===== src/rtl/dac_feeder_pkg.sv =====
// dac_feeder_pkg: shared types for the sigma-delta DAC feeder
package dac_feeder_pkg;
   typedef enum logic [1:0] {IDLE = 2'd0, UP = 2'd1, DOWN = 2'd2} state_t;
endpackage


===== src/rtl/dac_feeder_if.sv =====
// dac_feeder_if: host control and DAC sample bus of the feeder
interface dac_feeder_if #(
   parameter int WIDTH      = 8,
   parameter int DIV_WIDTH  = 16,
   parameter int STEP_WIDTH = 8
);
   logic [DIV_WIDTH-1:0]  div;
   logic [STEP_WIDTH-1:0] step;
   logic                  wr;
   logic [WIDTH-1:0]      wdata;
   logic                  ena_out;
   logic [WIDTH-1:0]      data_out;
   logic                  busy;
   logic                  done;
   modport master (output div, step, wr, wdata, input ena_out, data_out, busy, done);
   modport slave  (input div, step, wr, wdata, output ena_out, data_out, busy, done);
endinterface


===== src/rtl/dac_feeder_clk_en_div.sv =====
// clk_en_div: reloadable down-counter producing a one-clock strobe every div+1 clocks
module clk_en_div #(
   parameter int DIV_WIDTH = 16
) (
   input  logic                 clk,
   input  logic                 rst_n,
   input  logic [DIV_WIDTH-1:0] div,
   output logic                 tick
);
   logic [DIV_WIDTH-1:0] cnt;
   assign tick = (cnt == '0);
   // reload on tick so div is only sampled once per period
   always_ff @(posedge clk or negedge rst_n)
      if (!rst_n) cnt <= '0;
      else        cnt <= tick ? div : cnt - DIV_WIDTH'(1);
endmodule


===== src/rtl/dac_feeder.sv =====
// dac_feeder: prescaled sample strobe plus slew-limited ramp toward a host target
import dac_feeder_pkg::*;
module dac_feeder #(
   parameter int WIDTH      = 8,
   parameter int DIV_WIDTH  = 16,
   parameter int STEP_WIDTH = 8
) (
   input logic        clk,
   input logic        rst_n,
   dac_feeder_if.slave bus
);
   state_t           state, state_d;
   logic [WIDTH-1:0] target, target_d, data, data_d;
   logic             tick, ena, done, done_d, land;
   logic [WIDTH:0]   diff, step_x;
   clk_en_div #(.DIV_WIDTH(DIV_WIDTH)) u_div (.clk(clk), .rst_n(rst_n), .div(bus.div), .tick(tick));
   assign step_x = (WIDTH+1)'(bus.step);
   assign diff   = state == DOWN ? {1'b0, data} - {1'b0, target} : {1'b0, target} - {1'b0, data};
   assign land   = bus.step == '0 || diff <= step_x;
   // next state: a write retargets and skips this tick, otherwise a tick advances one step or lands
   always_comb begin
      state_d  = state;
      target_d = target;
      data_d   = data;
      done_d   = 1'b0;
      if (bus.wr) begin
         target_d = bus.wdata;
         state_d  = bus.wdata > data ? UP : bus.wdata < data ? DOWN : IDLE;
      end else if (tick && state != IDLE) begin
         data_d  = land ? target : state == UP ? data + WIDTH'(bus.step) : data - WIDTH'(bus.step);
         state_d = land ? IDLE : state;
         done_d  = land;
      end
   end
   // registers; ena is delayed one clock so it lines up with the updated data
   always_ff @(posedge clk or negedge rst_n)
      if (!rst_n) begin
         state  <= IDLE;
         target <= '0;
         data   <= '0;
         ena    <= 1'b0;
         done   <= 1'b0;
      end else begin
         state  <= state_d;
         target <= target_d;
         data   <= data_d;
         ena    <= tick;
         done   <= done_d;
      end
   assign bus.ena_out  = ena;
   assign bus.data_out = data;
   assign bus.busy     = state != IDLE;
   assign bus.done     = done;
endmodule

===== src/flat_wrapper.sv =====
// flat-port wrapper written by rule: the top's interface ports become plain ports
module dac_feeder_flat 
#(
   parameter int WIDTH      = 8,
   parameter int DIV_WIDTH  = 16,
   parameter int STEP_WIDTH = 8
)
  (clk, rst_n, bus_div, bus_step, bus_wr, bus_wdata, bus_ena_out, bus_data_out, bus_busy, bus_done);
  dac_feeder_if #(.WIDTH(WIDTH), .DIV_WIDTH(DIV_WIDTH), .STEP_WIDTH(STEP_WIDTH)) bus_i ();
  input logic clk;
  input logic rst_n;
  input wire logic [$bits(bus_i.div)-1:0] bus_div;
  input wire logic [$bits(bus_i.step)-1:0] bus_step;
  input wire logic [$bits(bus_i.wr)-1:0] bus_wr;
  input wire logic [$bits(bus_i.wdata)-1:0] bus_wdata;
  output wire logic [$bits(bus_i.ena_out)-1:0] bus_ena_out;
  output wire logic [$bits(bus_i.data_out)-1:0] bus_data_out;
  output wire logic [$bits(bus_i.busy)-1:0] bus_busy;
  output wire logic [$bits(bus_i.done)-1:0] bus_done;
  assign bus_i.div = bus_div;
  assign bus_i.step = bus_step;
  assign bus_i.wr = bus_wr;
  assign bus_i.wdata = bus_wdata;
  assign bus_ena_out = bus_i.ena_out;
  assign bus_data_out = bus_i.data_out;
  assign bus_busy = bus_i.busy;
  assign bus_done = bus_i.done;
  dac_feeder #(.WIDTH(WIDTH), .DIV_WIDTH(DIV_WIDTH), .STEP_WIDTH(STEP_WIDTH)) u_core (.clk(clk), .rst_n(rst_n), .bus(bus_i));
endmodule

===== config.mk =====
export PLATFORM = sky130hd
export DESIGN_NAME = dac_feeder_flat
export DESIGN_NICKNAME = d
export VERILOG_FILES = /design/src/rtl/dac_feeder_pkg.sv /design/src/rtl/dac_feeder_if.sv /design/src/rtl/dac_feeder_clk_en_div.sv /design/src/rtl/dac_feeder.sv /design/src/flat_wrapper.sv
export SDC_FILE = /design/constraint.sdc
export NUM_CORES = 1
export LEC_CHECK = 0
export CAP_MARGIN = 15
export CORE_MARGIN = 1.5
export CORE_UTILIZATION = 56
export CTS_CLUSTER_DIAMETER = 30
export DETAILED_ROUTE_END_ITERATION = 12
export PLACE_DENSITY = 0.82
export SYNTH_ARGS = -nofsm -noshare
export SYNTH_HDL_FRONTEND = slang
export SYNTH_SLANG_ARGS = --single-unit
export TNS_END_PERCENT = 20

===== constraint.sdc =====
create_clock -name clk -period 5.1 [get_ports clk]
set_input_delay 0.765 -clock clk [delete_from_list [all_inputs] [get_ports clk]]
set_output_delay 0.765 -clock clk [all_outputs]
set_load 0.02 [all_outputs]

==> results_dict.tcl <==
set metrics [dict create \
    outcome "finished clean" \
    cts_resized 0 \
    drive_gt1_share_pct 3.41 \
    max_freq_mhz 232 \
    avgSynthCellArea_um2 8.34 \
    vias 3056 \
    grt_pass1_wl_um 14000 \
    clk_pin_slew_ps 80 \
    min_path_type "reg -> reg" \
    fin_crit_sh_pct 84.5 \
    yosysUniqueCellTypes 54 \
    synthArstFlopShare_pct 100 \
    antenna_left 0 \
    wire_per_inst_um 16.4 \
    gp_congestion 0.907 \
    first_pass_iters 5 \
    portBuffers 45 \
    cp-end-kind "flip-flop" \
    numCtsBuffers 5 \
    fin_util_pct 69.9 \
    cap_violations 0 \
    p_seq_share_pct 38.4 \
    setup_violations 0 \
    cts_max_level 2 \
    io_pins 46 \
    grt_use_total_pct 28.5 \
    finalHoldViolCount 0 \
    pwr-share-clk_pct 24.5 \
    rsz0062_at_grt "no" \
    clock_latency_ps 300 \
    grt_pass1_vias 3014 \
    cts.sinks 36 \
    grt_max_degree 37 \
    p_leak_uw 0.00175 \
    maxSlewHeadroom_pct 46.7 \
    postCtsSetupBuffers 0 \
    critical_path.startpoint_type "flip-flop" \
    required_ps 5350 \
    antenna_found_initial 0 \
    cp_max_fo 10 \
    dp_hpwl_um 6510 \
    ys_seq_elements 36 \
    fp.dieH_um 80.4 \
    fin_cells 512 \
    p_int_uw 671 \
    tightest_slew_ps 797 \
    syn_to_final_growth_pct 17.7 \
    switching_power_uw 375 \
    totalWireLength_um 8410 \
    crit_type "reg -> reg" \
    synth_edf_count 0 \
    synth_warnings 0 \
    placed_cells 504 \
    peakVddDrop_v 0.000223 \
    total_power_uw 1050 \
    yosysSeqAreaShare_pct 26.9 \
    final_nets 519 \
    syn_nets 482 \
    first_iter_violations 214 \
    fp.dieW_um 80.4 \
    cts_tree "yes" \
    start_util_pct 59.4 \
    synth_flop_cell "dfrtp_1" \
    hold_buffers 0 \
    clockBufferDepth 2 \
    pwr-share-comb_pct 37.1 \
    drc 0 \
    coreArea_um2 5640 \
    fp-row-count 27 \
    dpl_cell_area_um2 3840 \
    n_antenna_cell 0 \
    grt.overflow.total 0 \
    power_density_nw_per_um2 265 \
    root_buffer "clkbuf_8" \
    finClkSkew_ps 7.47 \
    dieArea_um2 6460 \
    slew_violations 0 \
    p_sw_share_pct 35.9 \
    design_area_um2 3940 \
    worstPathArrival_ps 4550 \
    fin_crit_ps 4310 \
    syn_area_um2 3350 \
    tns_ps 0 \
    synthCells 402 \
    via_per_inst 5.97 \
]
cell usage in the layout, fill, tap and decap left out, types with 3 or more instances in the layout:
master,count
nand3_1,12
o21a_1,4
o21ai_1,4
clkbuf_8,5
nor2_1,38
a31oi_1,4
nor2b_1,11
ha_1,42
nand2b_1,4
nand2_1,29
inv_1,31
nor3_1,13
a21o_1,4
clkdlybuf4s50_1,45
a21oi_1,33
fa_1,3
a21boi_0,3
a211oi_1,4
o21ai_0,19
mux2i_1,8
xor2_1,10
and3_1,8
nand4_1,7
dfrtp_1,36
xnor2_1,17
sequential cells by signal (all words and copies together) (netlist names):
name	count
u_core.target	8
u_core.state	2
u_core.bus.ena_out	1
u_core.bus.data_out	8
u_core.u_div.cnt	16
u_core.bus.done	1
layer usage:
metal | up-vias | wire length [µm] | global-route usage (%)
met5 | - | 0 | 0
met4 | 0 | 193 | 11.0
met3 | 18 | 398 | 3.41
met2 | 106 | 3990 | 46.6
met1 | 1445 | 3820 | 38.2
li1 | 1487 | - | -
worst max-delay path, cell delays in order (launching register included):
cell,delay [ps]
dfrtp_1,510
inv_1,150
ha_1,320
nor2b_1,130
o21a_1,190
o211ai_1,220
a21oi_1,100
a2111oi_0,450
nor3_1,130
ha_1,230
a2111oi_0,400
o21ai_0,170
o221ai_1,220
and4_1,580
mux2_2,390
nand2_1,50
synth_stat cells, drive strengths merged (3+ instances only):
master   n  share of area, %
mux2     4               1.3
o21a     4              0.90
a21boi   4              0.90
inv     31               3.5
nor2b   11               2.1
nand2   29               3.2
o21ai   23               3.4
a21oi   33               4.9
nand3   12               1.8
xnor2   17               4.4
xor2    10               2.6
clkbuf  14               1.6
nand4    8               1.7
nor2    38               4.3
a211oi   4              0.90
dfrtp   36                27
nor3    13               1.9
fa       3               1.8
a21o     4              0.90
a31oi    4              0.75
and3     8               1.5
mux2i    8               2.4
ha      42                16
nor4     3               1.0
nand2b   5               1.2
layout make-up:
cell class                 count  area, µm²
clock buffer                   6       72.6
timing repair buffer          46        458
multi-input combinational    319       2270
tap                           72       90.1
inverter                      31        116
clock inverter                 2       35.0
fill                         450       1700
sequential                    36        901
final timing paths:
kind,endpoint,cells after the start,startpoint,slack [ps]
worst max-delay path,u_core.bus.data_out[4]$_DFFE_PN0P_,15,u_core.bus.data_out[1]$_DFFE_PN0P_,790
worst min-delay path,u_core.u_div.cnt[0]$_DFF_PN0_,1,u_core.u_div.cnt[0]$_DFF_PN0_,530
worst min register to register,u_core.u_div.cnt[0]$_DFF_PN0_,1,u_core.u_div.cnt[0]$_DFF_PN0_,530
min in group asynchronous,u_core.target[7]$_DFFE_PN0P_,2,rst_n,880
worst max register to register,u_core.bus.data_out[4]$_DFFE_PN0P_,15,u_core.bus.data_out[1]$_DFFE_PN0P_,790
max in group asynchronous,u_core.bus.data_out[3]$_DFFE_PN0P_,2,rst_n,3880
through the flow:
stage / hold slack [ps] / worst slack, ps
after detailed placement: 522 / 850
after CTS: 534 / 804
after floorplan: 462 / 1360
after global routing: 570 / 453
after global placement: 486 / 1110
final: 528 / 793
cells by family (layout without fill, tap and decap cells):
family,count (synthesis),in the layout,synth area share (%)
buf+inv,47,85,5.34
xor+xnor,27,27,7.06
flops,36,36,26.9
mux,12,12,3.73
fa+ha+maj,45,45,17.5
simple gates,139,139,21.7
compound gates,96,96,17.8
power groups by stage:
stage | combinational (µW) | clock (µW) | sequential, µW
after floorplan | 283 | 0 | 393
after global placement | 370 | 0 | 403
after detailed placement | 383 | 0 | 406
after CTS | 387 | 257 | 401
after global routing | 434 | 271 | 412
final | 388 | 256 | 402
No activity file was read; power rests on OpenSTA's default activity.
